**config.mk**
```make
export PLATFORM = sky130hd
export DESIGN_NAME = access_event_monitor
export DESIGN_NICKNAME = d
export VERILOG_FILES = /design/src/rtl/access_event_monitor.sv
export SDC_FILE = /design/constraint.sdc
export NUM_CORES = 1
export LEC_CHECK = 0
export CAP_MARGIN = 20
export CORE_ASPECT_RATIO = 0.5
export CORE_MARGIN = 1
export CORE_UTILIZATION = 59
export CTS_BUF_LIST = sky130_fd_sc_hd__clkbuf_4
export CTS_CLUSTER_SIZE = 25
export DETAILED_ROUTE_END_ITERATION = 16
export DONT_BUFFER_PORTS = 1
export PLACE_DENSITY_LB_ADDON = 0.25
export SETUP_SLACK_MARGIN = 0.05
export SYNTH_ARGS = -nofsm -noshare
export SYNTH_HDL_FRONTEND = slang
export SYNTH_SLANG_ARGS = --single-unit
```
**constraint.sdc**
```tcl
create_clock -name clk -period 4.4 [get_ports clk]
set_input_delay 0.88 -clock clk [delete_from_list [all_inputs] [get_ports clk]]
set_output_delay 0.88 -clock clk [all_outputs]
set_load 0.02 [all_outputs]
```
**src/rtl/access_event_monitor.sv**
```systemverilog
// Access event monitor: tags each (user, resource) event with a timestamp, a first-seen
// edge flag and a per-user burst flag, then queues the record in a first-word-fall-through FIFO.
module access_event_monitor #(
  parameter int ID_W       = 4,
  parameter int TS_W       = 16,
  parameter int WINDOW     = 16,
  parameter int BURST_TH   = 4,
  parameter int FIFO_DEPTH = 8
) (
  input  logic                          clk,
  input  logic                          rst,
  input  logic                          in_valid,
  input  logic [ID_W-1:0]               in_user_id,
  input  logic [ID_W-1:0]               in_resource_id,
  output logic                          out_valid,
  input  logic                          out_ready,
  output logic [TS_W-1:0]               out_timestamp,
  output logic [ID_W-1:0]               out_user_id,
  output logic [ID_W-1:0]               out_resource_id,
  output logic                          out_new_edge,
  output logic                          out_burst,
  output logic [$clog2(FIFO_DEPTH):0]   fifo_level,
  output logic [7:0]                    drop_count
);

  localparam int NUM_ID   = 2 ** ID_W;
  localparam int PAIR_W   = 2 * ID_W;
  localparam int NUM_PAIR = 2 ** PAIR_W;
  localparam int AW       = $clog2(FIFO_DEPTH);
  localparam int LW       = AW + 1;
  localparam int WIN_W    = (WINDOW > 2) ? $clog2(WINDOW) : 1;
  localparam int REC_W    = TS_W + 2 * ID_W + 2;

  function automatic logic [3:0] sat_inc4(input logic [3:0] v);
    return (v == 4'hF) ? v : v + 4'd1;
  endfunction

  logic [TS_W-1:0]   ts_r;
  logic [WIN_W-1:0]  win_r;
  logic [3:0]        user_cnt_r [NUM_ID];
  logic [NUM_PAIR-1:0] edge_map_r;
  logic [REC_W-1:0]  fifo_mem_r [FIFO_DEPTH];
  logic [AW-1:0]     wr_ptr_r;
  logic [AW-1:0]     rd_ptr_r;
  logic [LW-1:0]     count_r;
  logic [7:0]        drop_r;

  logic              win_end_s;
  logic [PAIR_W-1:0] pair_s;
  logic [3:0]        cnt_next_s;
  logic              new_edge_s;
  logic              burst_s;
  logic [REC_W-1:0]  rec_s;
  logic              full_s;
  logic              pop_s;
  logic              push_ok_s;
  logic              drop_s;
  logic [REC_W-1:0]  head_s;

  // Event tagging and FIFO push/pop decisions.
  always_comb begin
    win_end_s  = (win_r == WIN_W'(WINDOW - 1));
    pair_s     = {in_user_id, in_resource_id};
    cnt_next_s = sat_inc4(user_cnt_r[in_user_id]);
    new_edge_s = ~edge_map_r[pair_s];
    burst_s    = (cnt_next_s >= 4'(BURST_TH));
    rec_s      = {ts_r, in_user_id, in_resource_id, new_edge_s, burst_s};
    full_s     = (count_r == LW'(FIFO_DEPTH));
    pop_s      = (count_r != {LW{1'b0}}) && out_ready;
    push_ok_s  = in_valid && (!full_s || pop_s);
    drop_s     = in_valid && full_s && !pop_s;
  end

  // Free-running timestamp; an event carries the value held before its edge.
  always_ff @(posedge clk) begin
    if (rst) begin
      ts_r <= {TS_W{1'b0}};
    end else begin
      ts_r <= ts_r + TS_W'(1);
    end
  end

  // Rate-window position counter.
  always_ff @(posedge clk) begin
    if (rst) begin
      win_r <= {WIN_W{1'b0}};
    end else if (win_end_s) begin
      win_r <= {WIN_W{1'b0}};
    end else begin
      win_r <= win_r + WIN_W'(1);
    end
  end

  // Per-user event counters; the window-end clear wins over a same-cycle increment.
  always_ff @(posedge clk) begin
    if (rst || win_end_s) begin
      for (int i = 0; i < NUM_ID; i++) begin
        user_cnt_r[i] <= 4'd0;
      end
    end else if (in_valid) begin
      user_cnt_r[in_user_id] <= cnt_next_s;
    end
  end

  // First-seen user->resource bitmap.
  always_ff @(posedge clk) begin
    if (rst) begin
      edge_map_r <= {NUM_PAIR{1'b0}};
    end else if (in_valid) begin
      edge_map_r[pair_s] <= 1'b1;
    end
  end

  // Record storage.
  always_ff @(posedge clk) begin
    if (rst) begin
      for (int i = 0; i < FIFO_DEPTH; i++) begin
        fifo_mem_r[i] <= {REC_W{1'b0}};
      end
    end else if (push_ok_s) begin
      fifo_mem_r[wr_ptr_r] <= rec_s;
    end
  end

  // FIFO pointers and occupancy.
  always_ff @(posedge clk) begin
    if (rst) begin
      wr_ptr_r <= {AW{1'b0}};
      rd_ptr_r <= {AW{1'b0}};
      count_r  <= {LW{1'b0}};
    end else begin
      if (push_ok_s) begin
        wr_ptr_r <= wr_ptr_r + AW'(1);
      end
      if (pop_s) begin
        rd_ptr_r <= rd_ptr_r + AW'(1);
      end
      case ({push_ok_s, pop_s})
        2'b10:   count_r <= count_r + LW'(1);
        2'b01:   count_r <= count_r - LW'(1);
        default: count_r <= count_r;
      endcase
    end
  end

  // Saturating count of events lost to a full FIFO.
  always_ff @(posedge clk) begin
    if (rst) begin
      drop_r <= 8'd0;
    end else if (drop_s && (drop_r != 8'hFF)) begin
      drop_r <= drop_r + 8'd1;
    end
  end

  // Head-of-FIFO presentation; record fields read as zero while empty.
  always_comb begin
    head_s          = fifo_mem_r[rd_ptr_r];
    out_valid       = (count_r != {LW{1'b0}});
    out_timestamp   = {TS_W{1'b0}};
    out_user_id     = {ID_W{1'b0}};
    out_resource_id = {ID_W{1'b0}};
    out_new_edge    = 1'b0;
    out_burst       = 1'b0;
    if (out_valid) begin
      {out_timestamp, out_user_id, out_resource_id, out_new_edge, out_burst} = head_s;
    end else begin
      out_burst = 1'b0;
    end
    fifo_level = count_r;
    drop_count = drop_r;
  end

endmodule

```
==> out/metrics.cfg <==
[clocking]
cts.path.max_buffers = 3
cts_setup_buffers = 0
hold_buffers = 0
root_buffer = clkbuf_4
cts.clk_slew.worst_paths_ps = 60
clock_sinks = 569
clkLatencyLatePin_ps = 830
ctsResizeCount = 0
cts_buffers = 130
cts_tree = yes
h-tree-depth = 4

[drt]
first_pass_iters = 6
vias = 16220
wl_um = 55950
viasPerCell = 6.010
wl_per_cell_um = 20.73
drc = 0
ant_nets = 0
drtIter0Drc = 1734

[logic_synthesis]
yosysWarnings = 0
synth-seq-area-share = 0.5896
synthArstFlopShare = 0
synth_area_per_cell_um2 = 11.67
synth_edf_count = 272
ys_types = 59
netlist_area_mm2 = 0.02394
synth-seq-cells = 569
syn_nets = 2070
synthFlopType = dfxtp_1
synthCells = 2051

[global_route]
track_usage = 0.2755
antenna_found_initial = 1
grt_pass1_vias = 15875
grt_max_degree = 306
overflow = 0
grt_pass1_wl_um = 87420

[floorplanning]
core_mm2 = 0.03944
fp-row-count = 51
io_pins = 51
die_area_mm2 = 0.04143
start_util = 0.6070
die_x_um = 286.9
die_y_um = 144.4

[place]
dp_cells = 2463
gp_congestion = 0.8849
place_hpwl_um = 32950
dp_slack_ps = 886.0
port_buffers = 0

[cells_and_area]
fill_cells = 2985
nets = 2087
post_route_cells_drive_above_1_share = 0.2062
final_util = 0.6624
area_delta_synth_final_pct = 9.126
fin_cells = 2699
multiInputGateArea_mm2 = 0.009151
seq_area_mm2 = 0.01412

[worst_hold_path]
hp-start = rst
holdPathStages = 1
hold_path_class = input port to flip-flop
min_to = drop_count[2]

[worst_setup_path]
regToRegStartpoint = user_cnt_r[8][1]
cp.arrival_ps = 2980
worstSetupPathType = flip-flop to primary output
r2r_cells = 8
path_max_fanout = 42
worst_path_max_delay_cell = dfxtp_4
rr_endpoint = user_cnt_r[1][1]
max_stage_delay_ps = 940
startpoint_type = flip-flop
regToRegSetupSlack_ps = 1360
path_cells = buf_4, mux4_2, mux2i_1, nor2_1
end_kind = primary output
required_ps = 3520

[sta]
max_slew_margin = 0.2392
min_period_over_period = 0.8766
slew_viol_final = 0
fmax_mhz = 259.3
period_minus_slack_ps = 3857
hold_violations = 0
worst_pin_slew_ps = 1137
tns_ps = 0
worst_hold_slack_ps = 137.4
rsz0062_at_grt = no
worst_clock_skew_ps = 36.44
finalWorstSetupSlack_ps = 542.8
setup_viol = 0

[pwr]
ir_drop_uv = 254.6
power_leakage_nw = 9.901
power_per_cell_area_mw_per_mm2 = 437.9

[status]
outcome = finished clean

[flow_run]
drv_cap = 0

## worst max-delay path by stage
stage	endpoint	slack (ps)	cells after the start
floorplan	user_cnt_r[1][1]	790	10
global placement	user_cnt_r[1][1]	920	8
detailed placement	user_cnt_r[12][1]	890	8
CTS	out_timestamp[7]	430	4
global route	out_timestamp[7]	330	4
finish	out_timestamp[7]	540	4
## Yosys cell counts, types with 2 or more instances
cell	count	area (µm²)
a2111oi_0	3	26.28
nand2_1	55	206.5
mux2i_1	42	420.4
buf_1	11	41.29
nor2b_1	4	25.02
ha_1	7	87.58
and3_1	113	706.9
o311ai_0	2	17.52
and2_1	39	244.0
nor2_1	479	1798
nor3_1	16	80.08
buf_2	17	85.08
clkbuf_1	136	510.5
nand4_1	5	31.28
xnor2_1	9	78.83
a211oi_1	2	15.01
a22o_1	2	17.52
nand3_1	14	70.07
buf_6	5	56.30
nand2b_1	19	118.9
xor2_1	19	166.4
nor3b_1	2	15.01
nand4b_1	2	17.52
mux4_2	140	3153
a31oi_1	7	43.79
o21ai_0	17	85.08
edfxtp_1	272	8168
mux2i_2	2	27.53
a22oi_1	2	15.01
buf_4	2	15.01
inv_1	8	30.03
a21oi_1	273	1366
dfxtp_1	297	5946
nand3b_1	3	22.52
## per-stage QoR
step	total power [mW]	cell area, µm²
2_1_floorplan	7.037	23940
3_3_place_gp	7.304	24400
3_5_place_dp	7.330	24400
4_1_cts	11.52	26090
5_1_grt	11.91	26120
6_report	11.44	26120
## sequential cells by signal, indices dropped and copies added (netlist names), named ones only
register	count
ts_r	16
wr_ptr_r	3
rd_ptr_r	3
fifo_mem_r	208
win_r	4
edge_map_r	256
fifo_level	4
drop_count	8
user_cnt_r	64
## per-layer routing
layer  wire length, µm  vias up  track usage
met5                 0        -            0
li1                  -     7487            -
met2             27100      684       0.4535
met4              1285        0       0.1044
met1             23690     7950       0.3700
met3              3871       99      0.04811
## layout by cell type (no fill, tap or decap), drive strengths merged, types with 5 or more instances in the layout
cell type,n
a21oi,273
a31oi,7
and2,39
and3,113
buf,55
clkbuf,218
clkinv,14
dfxtp,297
edfxtp,272
ha,7
inv,12
mux2i,44
mux4,140
nand2,56
nand2b,19
nand3,14
nand4,5
nor2,479
nor3,16
o21ai,17
xnor2,10
xor2,19
## final cells by class
type	instances	area share
Sequential cell	569	0.5405
Tap cell	530	0.02539
Inverter	10	0.001437
Antenna cell	1	0.00009579
Multi-Input combinational cell	1300	0.3503
Clock inverter	16	0.002347
Timing Repair Buffer	57	0.01782
Clock buffer	216	0.06207
## cell families after synthesis
group,Yosys count,synth area share
muxes,185,0.1509
DFF,569,0.5896
buffers and inverters,182,0.03136
and+or+nand+nor,759,0.1421
adders and majority gates,7,0.003659
AOI/OAI and AO/OA,320,0.07145
xor gates and xnor gates,29,0.01092
## critical path: cells and delay by family (launching register included)
family	cells	cell delay, ps
flops	1	940
mux	2	720
buf+inv	1	320
simple gates	1	150
## power breakdown
group          switching, mW  leakage [nW]  internal, mW
registers              0.223          5.21          5.68
clock network           2.04          1.03          2.20
logic                  0.740          3.66         0.549
(Power assumes the default switching activity.)
